$ cat config.mk
export PLATFORM = sky130hd
export DESIGN_NAME = axi_master_burst_reader
export DESIGN_NICKNAME = d
export VERILOG_FILES = /design/src/rtl/axi_pkg.sv /design/src/rtl/axi_stream_reg.sv /design/src/rtl/axi_master_burst_reader.sv
export SDC_FILE = /design/constraint.sdc
export NUM_CORES = 1
export LEC_CHECK = 0
export ABC_AREA = 0
export ABC_CLOCK_PERIOD_IN_PS = 2900
export BUFFER_PORTS_ARGS = -buffer_cell sky130_fd_sc_hd__buf_4
export CAP_MARGIN = 20
export CORE_ASPECT_RATIO = 2
export CORE_MARGIN = 3
export CORE_UTILIZATION = 30
export CTS_CLUSTER_SIZE = 30
export DETAILED_ROUTE_END_ITERATION = 6
export PLACE_DENSITY = 0.49
export SETUP_SLACK_MARGIN = 0.2
export SYNTH_ARGS = -nofsm -noshare
export SYNTH_HDL_FRONTEND = slang
export SYNTH_SLANG_ARGS = --single-unit
$ cat constraint.sdc
create_clock -name aclk -period 2.9 [get_ports aclk]
set_clock_uncertainty 0.15 [all_clocks]
set_input_delay 0.145 -clock aclk [delete_from_list [all_inputs] [get_ports aclk]]
set_output_delay 0.145 -clock aclk [all_outputs]
set_load 0.01 [all_outputs]
$ cat src/rtl/axi_pkg.sv
// rtl/axi_pkg.sv - shared AXI encodings and reader state type
package axi_pkg;

  localparam logic [1:0] BURST_FIXED = 2'd0;
  localparam logic [1:0] BURST_INCR  = 2'd1;
  localparam logic [1:0] BURST_WRAP  = 2'd2;

  localparam logic [1:0] RESP_OKAY   = 2'd0;
  localparam logic [1:0] RESP_EXOKAY = 2'd1;
  localparam logic [1:0] RESP_SLVERR = 2'd2;
  localparam logic [1:0] RESP_DECERR = 2'd3;

  typedef enum logic [2:0] {
    ST_IDLE,
    ST_ADDR,
    ST_DATA,
    ST_DRAIN,
    ST_DONE
  } state_e;

endpackage

$ cat src/rtl/axi_stream_reg.sv
// rtl/axi_stream_reg.sv - one-entry registered valid/ready slice
module axi_stream_reg #(
  parameter int WIDTH = 32
) (
  input  logic             clk_i,
  input  logic             rst_i,
  input  logic [WIDTH-1:0] s_tdata_i,
  input  logic             s_tlast_i,
  input  logic             s_tvalid_i,
  output logic             s_tready_o,
  output logic [WIDTH-1:0] m_tdata_o,
  output logic             m_tlast_o,
  output logic             m_tvalid_o,
  input  logic             m_tready_i
);

  logic [WIDTH-1:0] data_q, data_d;
  logic             last_q, last_d;
  logic             valid_q, valid_d;

  // Ready while empty or draining, so a pop and a push can share one cycle.
  assign s_tready_o = !valid_q || m_tready_i;

  always_comb begin
    data_d  = data_q;
    last_d  = last_q;
    valid_d = valid_q;
    if (s_tvalid_i && s_tready_o) begin
      data_d  = s_tdata_i;
      last_d  = s_tlast_i;
      valid_d = 1'b1;
    end else if (m_tready_i) begin
      valid_d = 1'b0;
    end
  end

  always_ff @(posedge clk_i or posedge rst_i) begin
    if (rst_i) begin
      data_q  <= '0;
      last_q  <= 1'b0;
      valid_q <= 1'b0;
    end else begin
      data_q  <= data_d;
      last_q  <= last_d;
      valid_q <= valid_d;
    end
  end

  assign m_tdata_o  = data_q;
  assign m_tlast_o  = last_q;
  assign m_tvalid_o = valid_q;

endmodule

$ cat src/rtl/axi_master_burst_reader.sv
// rtl/axi_master_burst_reader.sv - single INCR burst AXI read initiator
module axi_master_burst_reader
  import axi_pkg::*;
#(
  parameter int ADDRESS_WIDTH = 8,
  parameter int DATA_WIDTH    = 32,
  parameter int STROBE_WIDTH  = DATA_WIDTH / 8,
  parameter int MAX_SIZE      = $clog2(STROBE_WIDTH)
) (
  input  logic                     aclk,
  input  logic                     areset,
  input  logic                     cmd_valid,
  output logic                     cmd_ready,
  input  logic [ADDRESS_WIDTH-1:0] cmd_addr,
  input  logic [7:0]               cmd_len,
  input  logic [2:0]               cmd_size,
  output logic [ADDRESS_WIDTH-1:0] araddr,
  output logic [7:0]               arlen,
  output logic [2:0]               arsize,
  output logic [1:0]               arburst,
  output logic                     arvalid,
  input  logic                     arready,
  input  logic [DATA_WIDTH-1:0]    rdata,
  input  logic [1:0]               rresp,
  input  logic                     rlast,
  input  logic                     rvalid,
  output logic                     rready,
  output logic [DATA_WIDTH-1:0]    out_data,
  output logic                     out_last,
  output logic                     out_valid,
  input  logic                     out_ready,
  output logic                     done,
  output logic                     error
);

  localparam logic [2:0] MAX_SIZE_L = 3'(MAX_SIZE);

  state_e                     state_q, state_d;
  logic [ADDRESS_WIDTH-1:0]   addr_q, addr_d;
  logic [7:0]                 len_q, len_d;
  logic [2:0]                 size_q, size_d;
  logic [8:0]                 expected_q, expected_d;
  logic [8:0]                 count_q, count_d;
  logic                       error_q, error_d;
  logic                       done_q, done_d;

  logic [8:0]                 count_inc;
  logic                       beat_last;
  logic                       slice_in_valid;
  logic                       slice_in_ready;

  assign count_inc = count_q + 9'd1;
  assign beat_last = (count_inc == expected_q);

  always_comb begin
    state_d        = state_q;
    addr_d         = addr_q;
    len_d          = len_q;
    size_d         = size_q;
    expected_d     = expected_q;
    count_d        = count_q;
    error_d        = error_q;
    done_d         = 1'b0;
    cmd_ready      = 1'b0;
    arvalid        = 1'b0;
    rready         = 1'b0;
    slice_in_valid = 1'b0;
    case (state_q)
      ST_IDLE: begin
        cmd_ready = 1'b1;
        if (cmd_valid) begin
          addr_d  = cmd_addr;
          len_d   = cmd_len;
          size_d  = cmd_size;
          count_d = '0;
          error_d = 1'b0;
          if (cmd_size > MAX_SIZE_L) begin
            error_d = 1'b1;
            state_d = ST_DONE;
          end else begin
            state_d = ST_ADDR;
          end
        end
      end
      ST_ADDR: begin
        arvalid = 1'b1;
        if (arready) begin
          expected_d = {1'b0, len_q} + 9'd1;
          count_d    = '0;
          state_d    = ST_DATA;
        end
      end
      ST_DATA: begin
        rready         = slice_in_ready;
        slice_in_valid = rvalid;
        if (rvalid && slice_in_ready) begin
          count_d = count_inc;
          // A misplaced or missing rlast is flagged but never shortens the burst.
          if ((rresp != RESP_OKAY) || (rlast != beat_last)) begin
            error_d = 1'b1;
          end
          if (beat_last) begin
            state_d = ST_DRAIN;
          end
        end
      end
      ST_DRAIN: begin
        if (!out_valid || out_ready) begin
          state_d = ST_DONE;
        end
      end
      ST_DONE: begin
        done_d  = 1'b1;
        state_d = ST_IDLE;
      end
      default: state_d = ST_IDLE;
    endcase
  end

  always_ff @(posedge aclk or posedge areset) begin
    if (areset) begin
      state_q    <= ST_IDLE;
      addr_q     <= '0;
      len_q      <= '0;
      size_q     <= '0;
      expected_q <= '0;
      count_q    <= '0;
      error_q    <= 1'b0;
      done_q     <= 1'b0;
    end else begin
      state_q    <= state_d;
      addr_q     <= addr_d;
      len_q      <= len_d;
      size_q     <= size_d;
      expected_q <= expected_d;
      count_q    <= count_d;
      error_q    <= error_d;
      done_q     <= done_d;
    end
  end

  axi_stream_reg #(
    .WIDTH(DATA_WIDTH)
  ) u_out_slice (
    .clk_i      (aclk),
    .rst_i      (areset),
    .s_tdata_i  (rdata),
    .s_tlast_i  (beat_last),
    .s_tvalid_i (slice_in_valid),
    .s_tready_o (slice_in_ready),
    .m_tdata_o  (out_data),
    .m_tlast_o  (out_last),
    .m_tvalid_o (out_valid),
    .m_tready_i (out_ready)
  );

  assign araddr  = addr_q;
  assign arlen   = len_q;
  assign arsize  = size_q;
  assign arburst = BURST_INCR;
  assign done    = done_q;
  assign error   = error_q;

endmodule

==> impl_metrics.yaml <==
yosys:
  yosys.area_share.xor_xnor_pct: 4.09
  synthFlopType: "dfrtp_1"
  synth_simple_gate_area_share_pct: 22.6
  synth-seq-area-share_pct: 53.1
  syn_area_per_cell_sq_um: 9.65
  synth_seq_cells: 76
  synthMuxAreaShare_pct: 7.13
  synth_top_family_by_area: "simple AND/OR/NAND/NOR gates"
  yosysWarnings: 0
  synth.distinct_cells: 49
  synth_edf_count: 0
  netlist_area_sq_mm: 0.00358
  synthCells: 371
  synth_fa_ha_area_share_pct: 0.699
  async_reset_ff_share_pct: 100
  synth_compound_area_share_pct: 8.25
  synth_nets: 433
setup_path:
  slowest_delay_ns: 0.52
  startpoint: "count_q[0]"
  cp_num_buf_inv: 1
  crit_chain: "ha_2, and3_2, a311oi_1, or4_4, nor4_4, buf_4, mux2i_1, nand3_1"
  worstPathArrival_ns: 2.61
  cp_data_required_time_ns: 2.96
  worstPathMaxFanout: 7
  crit_cells: 8
  rrSetupSlack_ns: 0.35
  criticalPathCategory: "reg2reg"
  crit_slowest_cell: "or4_4"
  worstRegToRegCells: 8
  critPathLaunchType: "flop"
  cp-end-kind: "flop"
  path_delay_family: "simple AND/OR/NAND/NOR gates"
  endpoint: "error"
  reg2reg_to: "error"
  regToRegStartpoint: "count_q[0]"
sta:
  fin_setup_tns_ns: 0
  fmax_mhz: 393
  setup_ws_ns: 0.353
  worstMarginPinSlew_ns: 0.721
  hold_viol_final: 0
  slew_violations: 0
  rsz0062_at_grt: "false"
  finalCriticalPeriod_ns: 2.55
  setup_violations: 0
  slew_headroom_pct: 51.9
  period_share_pct: 87.8
cells_and_area:
  finalNetCount: 602
  fin_area_sq_mm: 0.00545
  antennaDiodeCount: 0
  drive_above_1_share_pct: 32.0
  nFillCells: 1067
  areaGrowthSynthToFinish_pct: 52.2
  final_cells: 686
global_routing:
  antenna_found_initial: 0
  grt_remaining_overflow: 0
  grt_pass1_vias: 3470
  grtUsageTotal_pct: 16.0
  grt_pass1_wl_mm: 17.1
  grt_max_degree: 41
placement:
  gp_congestion: 0.824
  pre_cts_ws_ns: 0.222
  placed_area_sq_mm: 0.00460
  dpl.cell_count: 615
  place_hpwl_mm: 7.56
  io_buffers: 117
cts:
  cts-root-buf: "clkbuf_16"
  cts-htree-levels: 3
  clkTransAtPathRegs_ns: 0.06
  insertion_delay_ns: 0.33
  clock_sink_count: 76
  clockBufferDepth: 2
  cts_tree: "built"
  cts-buffers-inserted: 9
power:
  ir_worst_vdd_v: 0.000500
  pwr_density_cell_mw_per_mm2: 938
  p_leak_uw: 0.00261
detailed_routing:
  drt_iter0_markers: 138
  vias: 3247
  drc_errors: 0
  ant_nets: 0
  wl_mm: 10.4
  dr.pass1.iters: 4
  wl_per_cell_microns: 15.2
  via_per_inst: 4.73
job:
  max_cap_violations: 0
hold_path:
  worstHoldPathCells: 3
  hp-class: "in2reg"
floorplan:
  die_area_sq_mm: 0.0134
  coreArea_sq_mm: 0.0115
  row_count: 55
  start_util_pct: 31.2
  pin_count: 120
  die_w_microns: 83.3
  die_h_microns: 161
status:
  run_status: "completed"
## area by class of cell
| type | count | area, sq um | area share (%) |
|---|---|---|---|
| Sequential cell | 76 | 1900 | 34.9 |
| Multi-Input combinational cell | 267 | 1550 | 28.5 |
| Timing Repair Buffer | 180 | 1500 | 27.5 |
| Clock buffer | 11 | 243 | 4.45 |
| Tap cell | 142 | 178 | 3.26 |
| Clock inverter | 4 | 50.0 | 0.918 |
| Inverter | 6 | 23.8 | 0.436 |
## flip-flops by register name (all words and copies together) (netlist names)
register                flops
u_out_slice.m_tdata_o      32
state_q                     3
u_out_slice.m_tvalid_o      1
arsize                      3
expected_q                  9
done                        1
araddr                      8
count_q                     9
error                       1
arlen                       8
u_out_slice.m_tlast_o       1
## Yosys cell counts (2+ instances only)
| library cell | n | area share, % |
|---|---|---|
| a21oi_1 | 13 | 1.8 |
| a21oi_2 | 2 | 0.49 |
| a31oi_1 | 3 | 0.52 |
| and2_0 | 2 | 0.35 |
| and2_1 | 2 | 0.35 |
| and3_1 | 2 | 0.35 |
| buf_4 | 5 | 1.0 |
| buf_6 | 2 | 0.63 |
| clkbuf_1 | 13 | 1.4 |
| conb_1 | 2 | 0.21 |
| dfrtp_1 | 76 | 53 |
| ha_1 | 2 | 0.70 |
| inv_1 | 6 | 0.63 |
| mux2_2 | 20 | 6.3 |
| mux2i_1 | 3 | 0.84 |
| nand2_1 | 114 | 12 |
| nand2b_1 | 2 | 0.35 |
| nand3_1 | 11 | 1.5 |
| nand4_1 | 3 | 0.52 |
| nor2_1 | 19 | 2.0 |
| nor2b_1 | 4 | 0.70 |
| nor3_1 | 3 | 0.42 |
| nor3b_1 | 2 | 0.42 |
| nor4_1 | 4 | 0.70 |
| nor4b_1 | 3 | 0.73 |
| o21ai_0 | 15 | 2.1 |
| o31ai_1 | 3 | 0.63 |
| o41ai_1 | 2 | 0.49 |
| xnor2_1 | 11 | 2.7 |
| xor2_1 | 3 | 0.73 |
## metal layers
metal,GRT usage [%],part of all wire (%),up-vias
li1,-,-,1581
met1,16.0,36,1543
met2,30.2,56,97
met3,3.29,4.1,26
met4,8.63,3.9,0
met5,0,0,-
## worst min-delay path, delay by kind of cell
| kind | cells | cell delay (ns) |
|---|---|---|
| buffers and inverters | 1 | 0.11 |
| and+or+nand+nor | 2 | 0.17 |
## per-stage QoR
stage | utilization (%) | power, uW | hold slack [ns]
floorplan | - | 2970 | 0.100
global placement | 40.0 | 3950 | 0.147
detailed placement | 40.0 | 3990 | 0.156
CTS | 47.3 | 5190 | 0.00244
global route | 47.4 | 5470 | 0.0424
finish | 47.4 | 5110 | 0.0114
## worst min path at each step
stage | end | start | slack [ns]
finish | state_q[0] | cmd_valid | 0.01
global route | state_q[0] | cmd_valid | 0.04
CTS | state_q[0] | cmd_valid | 0.002
detailed placement | u_out_slice.m_tdata_o[20] | areset | 0.16
global placement | u_out_slice.m_tdata_o[21] | areset | 0.15
floorplan | u_out_slice.m_tdata_o[0] | rdata[0] | 0.10
## cell families after synthesis
group / count (synthesis)
AO/OA/AOI/OAI: 47
XOR/XNOR: 15
adder cells (fa/ha/maj): 2
buffers and inverters: 28
flip-flops: 76
multiplexers: 23
other: 2
AND/OR/NAND/NOR: 178
## power breakdown
group          switching (uW)  internal (uW)
Clock                     431            684
Combinational            1010           1100
Sequential                379           1510
## cells in the final DEF, fill, tap and decap left out, types with 2 or more instances in the layout
master         count
clkinvlp_4         2
nor2_1            19
nand3_1           10
nand2_1          114
and2_1             2
a31oi_1            3
mux2i_1            3
dlygate4sd3_1     54
mux2_2            20
dfrtp_1           75
nand2b_1           2
a21oi_2            2
clkbuf_16          9
xor2_1             3
nor4_1             4
buf_4            125
xnor2_1           11
o41ai_1            2
a21oi_1           13
nand4_1            3
clkinv_2           2
o31ai_1            3
and2_0             2
conb_1             2
nor2b_1            4
nor4b_1            3
o21ai_0           15
inv_1              5
nor3_1             3
nor3b_1            2
## what timing repair did
item | in CTS | in global routing
hold buffers | 54 | 0
resized for setup | 0 | 3
setup endpoints to repair | 0 | 2
endpoints found under the hold margin | 91 | 0
setup buffers | 0 | 2
(Power assumes the default switching activity.)
